`config.mk`:
```
export PLATFORM = sky130hd
export DESIGN_NAME = axi_round_clip_complex_buf
export DESIGN_NICKNAME = d
export VERILOG_FILES = /design/src/rtl/axi_round_clip_complex_buf.sv
export SDC_FILE = /design/constraint.sdc
export NUM_CORES = 1
export LEC_CHECK = 0
export ABC_CLOCK_PERIOD_IN_PS = 1850
export CAP_MARGIN = 5
export CORE_ASPECT_RATIO = 1.1
export CORE_MARGIN = 3
export CORE_UTILIZATION = 44
export CTS_BUF_LIST = sky130_fd_sc_hd__clkbuf_8
export DETAILED_ROUTE_END_ITERATION = 16
export PLACE_DENSITY = 0.78
export SYNTH_ARGS = -nofsm -noshare
export SYNTH_HDL_FRONTEND = slang
export SYNTH_SLANG_ARGS = --single-unit
```
`constraint.sdc`:
```
create_clock -name clk -period 1.85 [get_ports clk]
set_clock_uncertainty 0.05 [all_clocks]
set_input_delay 0.37 -clock clk [delete_from_list [all_inputs] [get_ports clk]]
set_output_delay 0.37 -clock clk [all_outputs]
set_load 0.03 [all_outputs]
```
`src/rtl/axi_round_clip_complex_buf.sv`:
```
// rtl/axi_round_clip_complex_buf.sv - buffered complex round-and-clip stage with AXI-Stream handshakes
//
// Purpose: register slice, then per-component round-half-up and saturation from
//          WIDTH_IN to WIDTH_OUT bits, then an optional first-word-fall-through
//          output FIFO of 2**FIFOSIZE entries (FIFOSIZE=0 means no FIFO).
// Ports:
//   clk, reset_n (async, active low), clear (sync flush, active high)
//   i_tdata {I,Q} / i_tlast / i_tvalid / i_tready : input stream
//   o_tdata {I,Q} / o_tlast / o_tvalid / o_tready : output stream
module axi_round_clip_complex_buf #(
  parameter int WIDTH_IN  = 32,
  parameter int WIDTH_OUT = 16,
  parameter int CLIP_BITS = 1,
  parameter int FIFOSIZE  = 0
) (
  input  logic                   clk,
  input  logic                   reset_n,
  input  logic                   clear,
  input  logic [2*WIDTH_IN-1:0]  i_tdata,
  input  logic                   i_tlast,
  input  logic                   i_tvalid,
  output logic                   i_tready,
  output logic [2*WIDTH_OUT-1:0] o_tdata,
  output logic                   o_tlast,
  output logic                   o_tvalid,
  input  logic                   o_tready
);

  localparam int DROP = WIDTH_IN - WIDTH_OUT - CLIP_BITS;
  // Half an output LSB, at WIDTH_IN+1 bits so the add cannot wrap.
  localparam logic signed [WIDTH_IN:0] RND = {{WIDTH_IN{1'b0}}, 1'b1} << (DROP - 1);

  function automatic logic [WIDTH_OUT-1:0] round_clip(input logic [WIDTH_IN-1:0] x);
    logic signed [WIDTH_IN:0] sum;
    logic signed [WIDTH_IN:0] r;
    logic signed [WIDTH_IN:0] hi;
    logic signed [WIDTH_IN:0] lo;
    hi = '0;
    hi[WIDTH_OUT-2:0] = '1;
    lo = '1;
    lo[WIDTH_OUT-2:0] = '0;
    sum = $signed({x[WIDTH_IN-1], x}) + RND;
    r   = sum >>> DROP;
    if (r > hi)      return {1'b0, {(WIDTH_OUT-1){1'b1}}};
    else if (r < lo) return {1'b1, {(WIDTH_OUT-1){1'b0}}};
    else             return r[WIDTH_OUT-1:0];
  endfunction

  logic                   rdy_en;
  logic                   s1_valid;
  logic                   s1_last;
  logic [2*WIDTH_IN-1:0]  s1_data;
  logic                   s2_valid;
  logic                   s2_last;
  logic [2*WIDTH_OUT-1:0] s2_data;
  logic                   s1_load;
  logic                   s2_load;
  logic                   s2_ready;
  logic                   s2_unload;
  logic                   s3_ready;

  // rdy_en keeps i_tready low until the first edge after reset release.
  assign i_tready  = rdy_en & ~clear & (~s1_valid | s2_ready);
  assign s1_load   = i_tvalid & i_tready;
  assign s2_ready  = ~s2_valid | s3_ready;
  assign s2_load   = s1_valid & s2_ready;
  assign s2_unload = s2_valid & s3_ready;

  always_ff @(posedge clk or negedge reset_n) begin
    if (!reset_n) begin
      rdy_en <= 1'b0;
    end else begin
      rdy_en <= 1'b1;
    end
  end

  always_ff @(posedge clk or negedge reset_n) begin
    if (!reset_n) begin
      s1_valid <= 1'b0;
      s1_last  <= 1'b0;
      s1_data  <= '0;
    end else if (clear) begin
      s1_valid <= 1'b0;
    end else if (s1_load) begin
      s1_valid <= 1'b1;
      s1_last  <= i_tlast;
      s1_data  <= i_tdata;
    end else if (s2_load) begin
      s1_valid <= 1'b0;
    end
  end

  always_ff @(posedge clk or negedge reset_n) begin
    if (!reset_n) begin
      s2_valid <= 1'b0;
      s2_last  <= 1'b0;
      s2_data  <= '0;
    end else if (clear) begin
      s2_valid <= 1'b0;
    end else if (s2_load) begin
      s2_valid <= 1'b1;
      s2_last  <= s1_last;
      s2_data  <= {round_clip(s1_data[2*WIDTH_IN-1:WIDTH_IN]), round_clip(s1_data[WIDTH_IN-1:0])};
    end else if (s2_unload) begin
      s2_valid <= 1'b0;
    end
  end

  generate
    if (FIFOSIZE == 0) begin : g_nofifo
      assign s3_ready = o_tready;
      assign o_tvalid = s2_valid;
      assign o_tdata  = s2_data;
      assign o_tlast  = s2_last;
    end else begin : g_fifo
      localparam int DEPTH = 2 ** FIFOSIZE;
      logic [2*WIDTH_OUT:0] mem [DEPTH];
      logic [FIFOSIZE-1:0]  wr_ptr;
      logic [FIFOSIZE-1:0]  rd_ptr;
      logic [FIFOSIZE:0]    count;
      logic                 pop;

      assign s3_ready = (count != (FIFOSIZE+1)'(DEPTH));
      assign pop      = o_tvalid & o_tready;
      assign o_tvalid = (count != '0);
      assign o_tdata  = mem[rd_ptr][2*WIDTH_OUT-1:0];
      assign o_tlast  = mem[rd_ptr][2*WIDTH_OUT];

      always_ff @(posedge clk or negedge reset_n) begin
        if (!reset_n) begin
          wr_ptr <= '0;
          rd_ptr <= '0;
          count  <= '0;
          for (int i = 0; i < DEPTH; i++) mem[i] <= '0;
        end else if (clear) begin
          wr_ptr <= '0;
          rd_ptr <= '0;
          count  <= '0;
        end else begin
          if (s2_unload) begin
            mem[wr_ptr] <= {s2_last, s2_data};
            wr_ptr      <= wr_ptr + 1'b1;
          end
          if (pop) rd_ptr <= rd_ptr + 1'b1;
          case ({s2_unload, pop})
            2'b10:   count <= count + 1'b1;
            2'b01:   count <= count - 1'b1;
            default: count <= count;
          endcase
        end
      end
    end
  endgenerate

endmodule

```
Yosys cells after proc, flatten, opt, wreduce, memory -nomap -nowiden. Index checks and enable logic that the tools add are counted. W data, S select, Z words.

Bitwise gates (word level): 10. Multiplexer cells: 10. Reduce and logical (&&, ||, !) cells: 4. $lt $le $gt $ge: 4. $add $sub $neg: 2.

Operators by type and width (count): $add A32 B16 Y33 const B (2); $mux W16 (4); $gt A18 B16 Y1 const B (2); $lt A18 B16 Y1 const B (2); $mux W1 (6); $reduce_bool A3 Y1 (2); $and A1 B1 Y1 (5); $reduce_and A2 Y1 (2); $not A1 Y1 (3); $or A1 B1 Y1 (2).

Register bits after elaboration: 101. Bits of input ports: 70. Output and inout port bits: 35.

Logic depth before layout (Yosys ltp). Gate-level depths: netlist of run 1.

Depth after elaboration: 7. Depth in mapped cells: 7. Mapped depth without buffers: 6.

Worst setup path after synthesis of run 1. Ideal clock, no wire load.

Path kind: flip-flop to flip-flop. From: reg s2_valid (netlist: o_tvalid). To: reg s1_data[15]. Arrival: 2.083 ns. Path slack: -0.408 ns. Period minus slack after synthesis: 2.258 ns. Stages on the path, launching flop included: 7. Data required time: 1.675 ns. Cells stage by stage: dfrtp_1 -> nor2b_1 -> a21oi_1 -> nand2_1 -> clkbuf_1 -> buf_2 -> mux2_2.

Word-level cells in the longest chain between the ends: 6.

RTL lines: start: declaration (line 53) `logic s2_valid;`; start signal: assignment (line 95) `s2_valid <= 1'b0;`; start signal: assignment (line 99) `s2_valid <= 1'b0;`; start signal: assignment (line 101) `s2_valid <= 1'b1;`; $not A1 Y1 (line 65) `assign s2_ready = ~s2_valid | s3_ready;`; $or A1 B1 Y1 (line 65); $or A1 B1 Y1 (line 63) `assign i_tready = rdy_en & ~clear & (~s1_valid | s2_ready);`; $and A1 B1 Y1 (line 63); net i_tready (line 22) `output logic i_tready,`; $and A1 B1 Y1 (line 64) `assign s1_load = i_tvalid & i_tready;`; $reduce_and A2 Y1 (no source line); end signal: assignment (line 87) `s1_data <= i_tdata;`; end: declaration (line 52) `logic [2*WIDTH_IN-1:0] s1_data;`.

The timed path passes the listed nets, and every way through them passes these cells. A chain may end at the register's enable or synchronous reset.

Worst setup path after layout of run 1.
From: reg s1_data[15]. To: reg s2_data[1] (netlist: o_tdata[1]).

Word-level cells in the longest chain between the ends: 4. Elaborated cells between the ends (all ways): 5. Classes of those cells: 1 x add/sub; 2 x order compare; 2 x mux.

RTL lines: $add A32 B16 Y33 (*) (line 42) `sum = $signed({x[WIDTH_IN-1], x}) + RND;`; $lt A18 B16 Y1 (line 45) `else if (r < lo) return {1'b1, {(WIDTH_OUT-1){1'b0}}};`; $mux W16 (line 45); $mux W16 (*) (line 44) `if (r > hi) return {1'b0, {(WIDTH_OUT-1){1'b1}}};`; end signal: assignment (line 103) `s2_data <= {round_clip(s1_data[2*WIDTH_IN-1:WIDTH_IN]), round_clip(s1_data[WIDTH_IN-1:0])};`; end: declaration (line 55) `logic [2*WIDTH_OUT-1:0] s2_data;`.

Mark *: on every way between the ends. The rest lies on a longest branch, timed or not.

==> impl_metrics.ini, run 1 <==
[logic_synthesis]
netlist_instances = 304
ys_seq_elements = 73
yosysSeqAreaShare_pct = 51.87
ys.flop_type = dfrtp_1
yosys.cell_types.count = 41
synth_common_cells = dfrtp_1, mux2_2, nor2_1
synthMostInstantiatedCell = dfrtp_1
synth.cell_area_sq_um = 3522
synth.area.top_cells = dfrtp_1, mux2_2, a221o_1
syn_area_per_cell_sq_um = 11.59
yosysTopAreaCellShare_pct = 51.87
synth_edf_count = 0
ys_warn_count = 0
syn_nets = 376
yosysTopAreaCell = dfrtp_1
synthArstFlopShare_pct = 100.0

[floorplanning]
die_w_microns = 91.31
initial_core_util_pct = 46.36
row_count = 33
dieArea_sq_um = 9115
die_h_microns = 99.84
ios = 105
design.core.area_sq_um = 7597

[global_route]
overflow = 0
first_global_vias = 2855
grt_max_degree = 74
track_usage_pct = 19.02
grt_pass1_wl_microns = 13820
antenna_found_initial = 0

[critical_path]
critPathLaunchType = flop
endpoint_kind = flop
crit_required_ns = 2.01
critical_path.max_fanout = 7
arrival_ns = 2.04
critPathKind = reg -> reg
crit_start = s1_data[15]$_DFFE_PN0P_
r2r_start = s1_data[15]$_DFFE_PN0P_

[route]
wirelength_microns = 8480
wl_per_cell_microns = 15.62
vias = 2804
final_antenna_net_count = 0
via_per_inst = 5.164
dr.pass1.iters = 12
drt_iter0_drc = 143
drc = 3

[placed_design]
pre_cts_ws_ns = -0.2354
place_inst = 521
dp_hpwl_microns = 5989
port_buffers = 76
gp_congestion = 0.8249
placed_area_sq_um = 4761

[clock_network]
cts_tree = yes
numCtsBuffers = 9
clk_pin_slew_worst_paths_ns = 0.07
htreeDepth = 3
cts_sinks = 73
cts_root_buf = clkbuf_8
clk_path_buf_depth = 2
clkLatencyLatePin_ns = 0.34

[flow_run]
cap_viol_max_count = 0

[timing]
drv_slew = 0
fin_crit_sh_pct = 101.7
fin_ws_ns = -0.03123
clock.fmax_mhz = 531.6
holdWs_ns = -0.01615
setup_viol = 14
period_minus_slack_ns = 1.881
final_hold_viol_count = 14
grt_setup_unrepaired = true

[hold_path]
hold_class = in -> async

[final_layout]
stdcell_area_sq_um = 5056
finalNetCount = 506
syn2layout_area_growth_pct = 43.55
layout-drive-gt1-share_pct = 29.91
insertedDiodeCount = 0
stdcell_count = 543

[power]
powerDensity_nw_per_um2 = 1097
p_leak_nw = 2.215
vdd_drop_max_v = 0.0004576
total_power_mw = 5.549

[run_status]
outcome = finished, violations left
violations = design-rule violations, negative hold slack, negative setup slack
[state kept, by name, indices dropped and copies added (netlist names)]
signal    count
rdy_en        1
s1_data      36
s1_valid      1
o_tdata      32
o_tvalid      1
s1_last       1
o_tlast       1
[cell families after synthesis]
logic type	share of synthesized area (%)
AND/OR/NAND/NOR	13.85
flip-flops	51.86
AO/OA/AOI/OAI	11.58
multiplexers	12.11
XOR/XNOR	6.963
buffers and inverters	2.806
adder cells (fa/ha/maj)	0.7104
other	0.1065
[timing repair]
item / CTS / global route
setup buffers: 6 / 0
gates resized for setup: 4 / 19
gates cloned: 0 / 1
pin swaps: 2 / 4
hold buffers: 0 / 0
endpoints found under the setup margin: 30 / 36
[placed cells by master, fill, tap and decap left out, types with 6 or more instances in the layout]
master / instances
a21oi_1: 16
a221o_1: 15
buf_4: 49
clkbuf_8: 10
clkdlybuf4s50_1: 69
dfrtp_1: 70
inv_1: 7
mux2_2: 37
nand2_1: 15
nand2b_1: 6
nand3_1: 7
nand4_1: 6
nor2_1: 26
o21ai_0: 6
o21ai_1: 11
xnor2_1: 13
xor2_1: 15
[final cells by class]
| class | instances | area [sq um] |
|---|---|---|
| sequential | 73 | 1831 |
| inverter | 6 | 22.52 |
| timing repair buffer | 131 | 1231 |
| clock inverter | 5 | 23.77 |
| tap | 105 | 131.4 |
| multi-input combinational | 213 | 1679 |
| fill | 642 | 2541 |
| clock buffer | 10 | 137.6 |
[worst max-delay path: stages, from the launching register on]
cell and delay (ns):
dfrtp_1 0.39, nand4_1 0.27, nor2_2 0.21, a21boi_1 0.09, o31a_1 0.30, buf_6 0.16
a221o_1 0.30
[where the power goes]
part,switching [mW],internal (mW)
clock network,0.549,0.502
logic,1.12,1.10
registers,0.288,1.99
[final timing paths]
path,endpoint,slack [ns],cells past startpoint
max in group asynchronous,o_tvalid$_DFFE_PN0P_,1.41,2
worst min register to register,o_tlast$_DFFE_PN0P_,0.43,2
worst max register to register,o_tdata[1]$_DFFE_PN0P_,-0.03,6
min in group clk,o_tlast$_DFFE_PN0P_,0.43,2
worst max-delay path,o_tdata[1]$_DFFE_PN0P_,-0.03,6
worst min-delay path,s1_data[22]$_DFFE_PN0P_,-0.02,2
[per-layer routing]
layer | global-route usage, % | up-vias | routed length (microns) | part of all wire [%]
li1 | - | 1364 | - | -
met3 | 3.523 | 12 | 338 | 4.0
met4 | 7.657 | 0 | 153 | 1.8
met2 | 31.99 | 68 | 4280 | 50
met5 | 0 | - | 0 | 0
met1 | 24.41 | 1360 | 3708 | 44
[metrics by stage]
step,utilization [%],TNS [ns]
3_3_place_gp,62.66,-9.503
6_report,66.55,-0.1570
2_1_floorplan,-,0
4_1_cts,65.63,-0.002726
5_1_grt,66.55,-1.407
3_5_place_dp,62.66,-12.05
(Power assumes the default switching activity.)
==> inputs of run 2 (changes only) <==
CTS_CLUSTER_SIZE = 30   (was not set)
==> results of run 2 <==
Same layout as run 1: the final DEF is identical, and so are final timing and power.
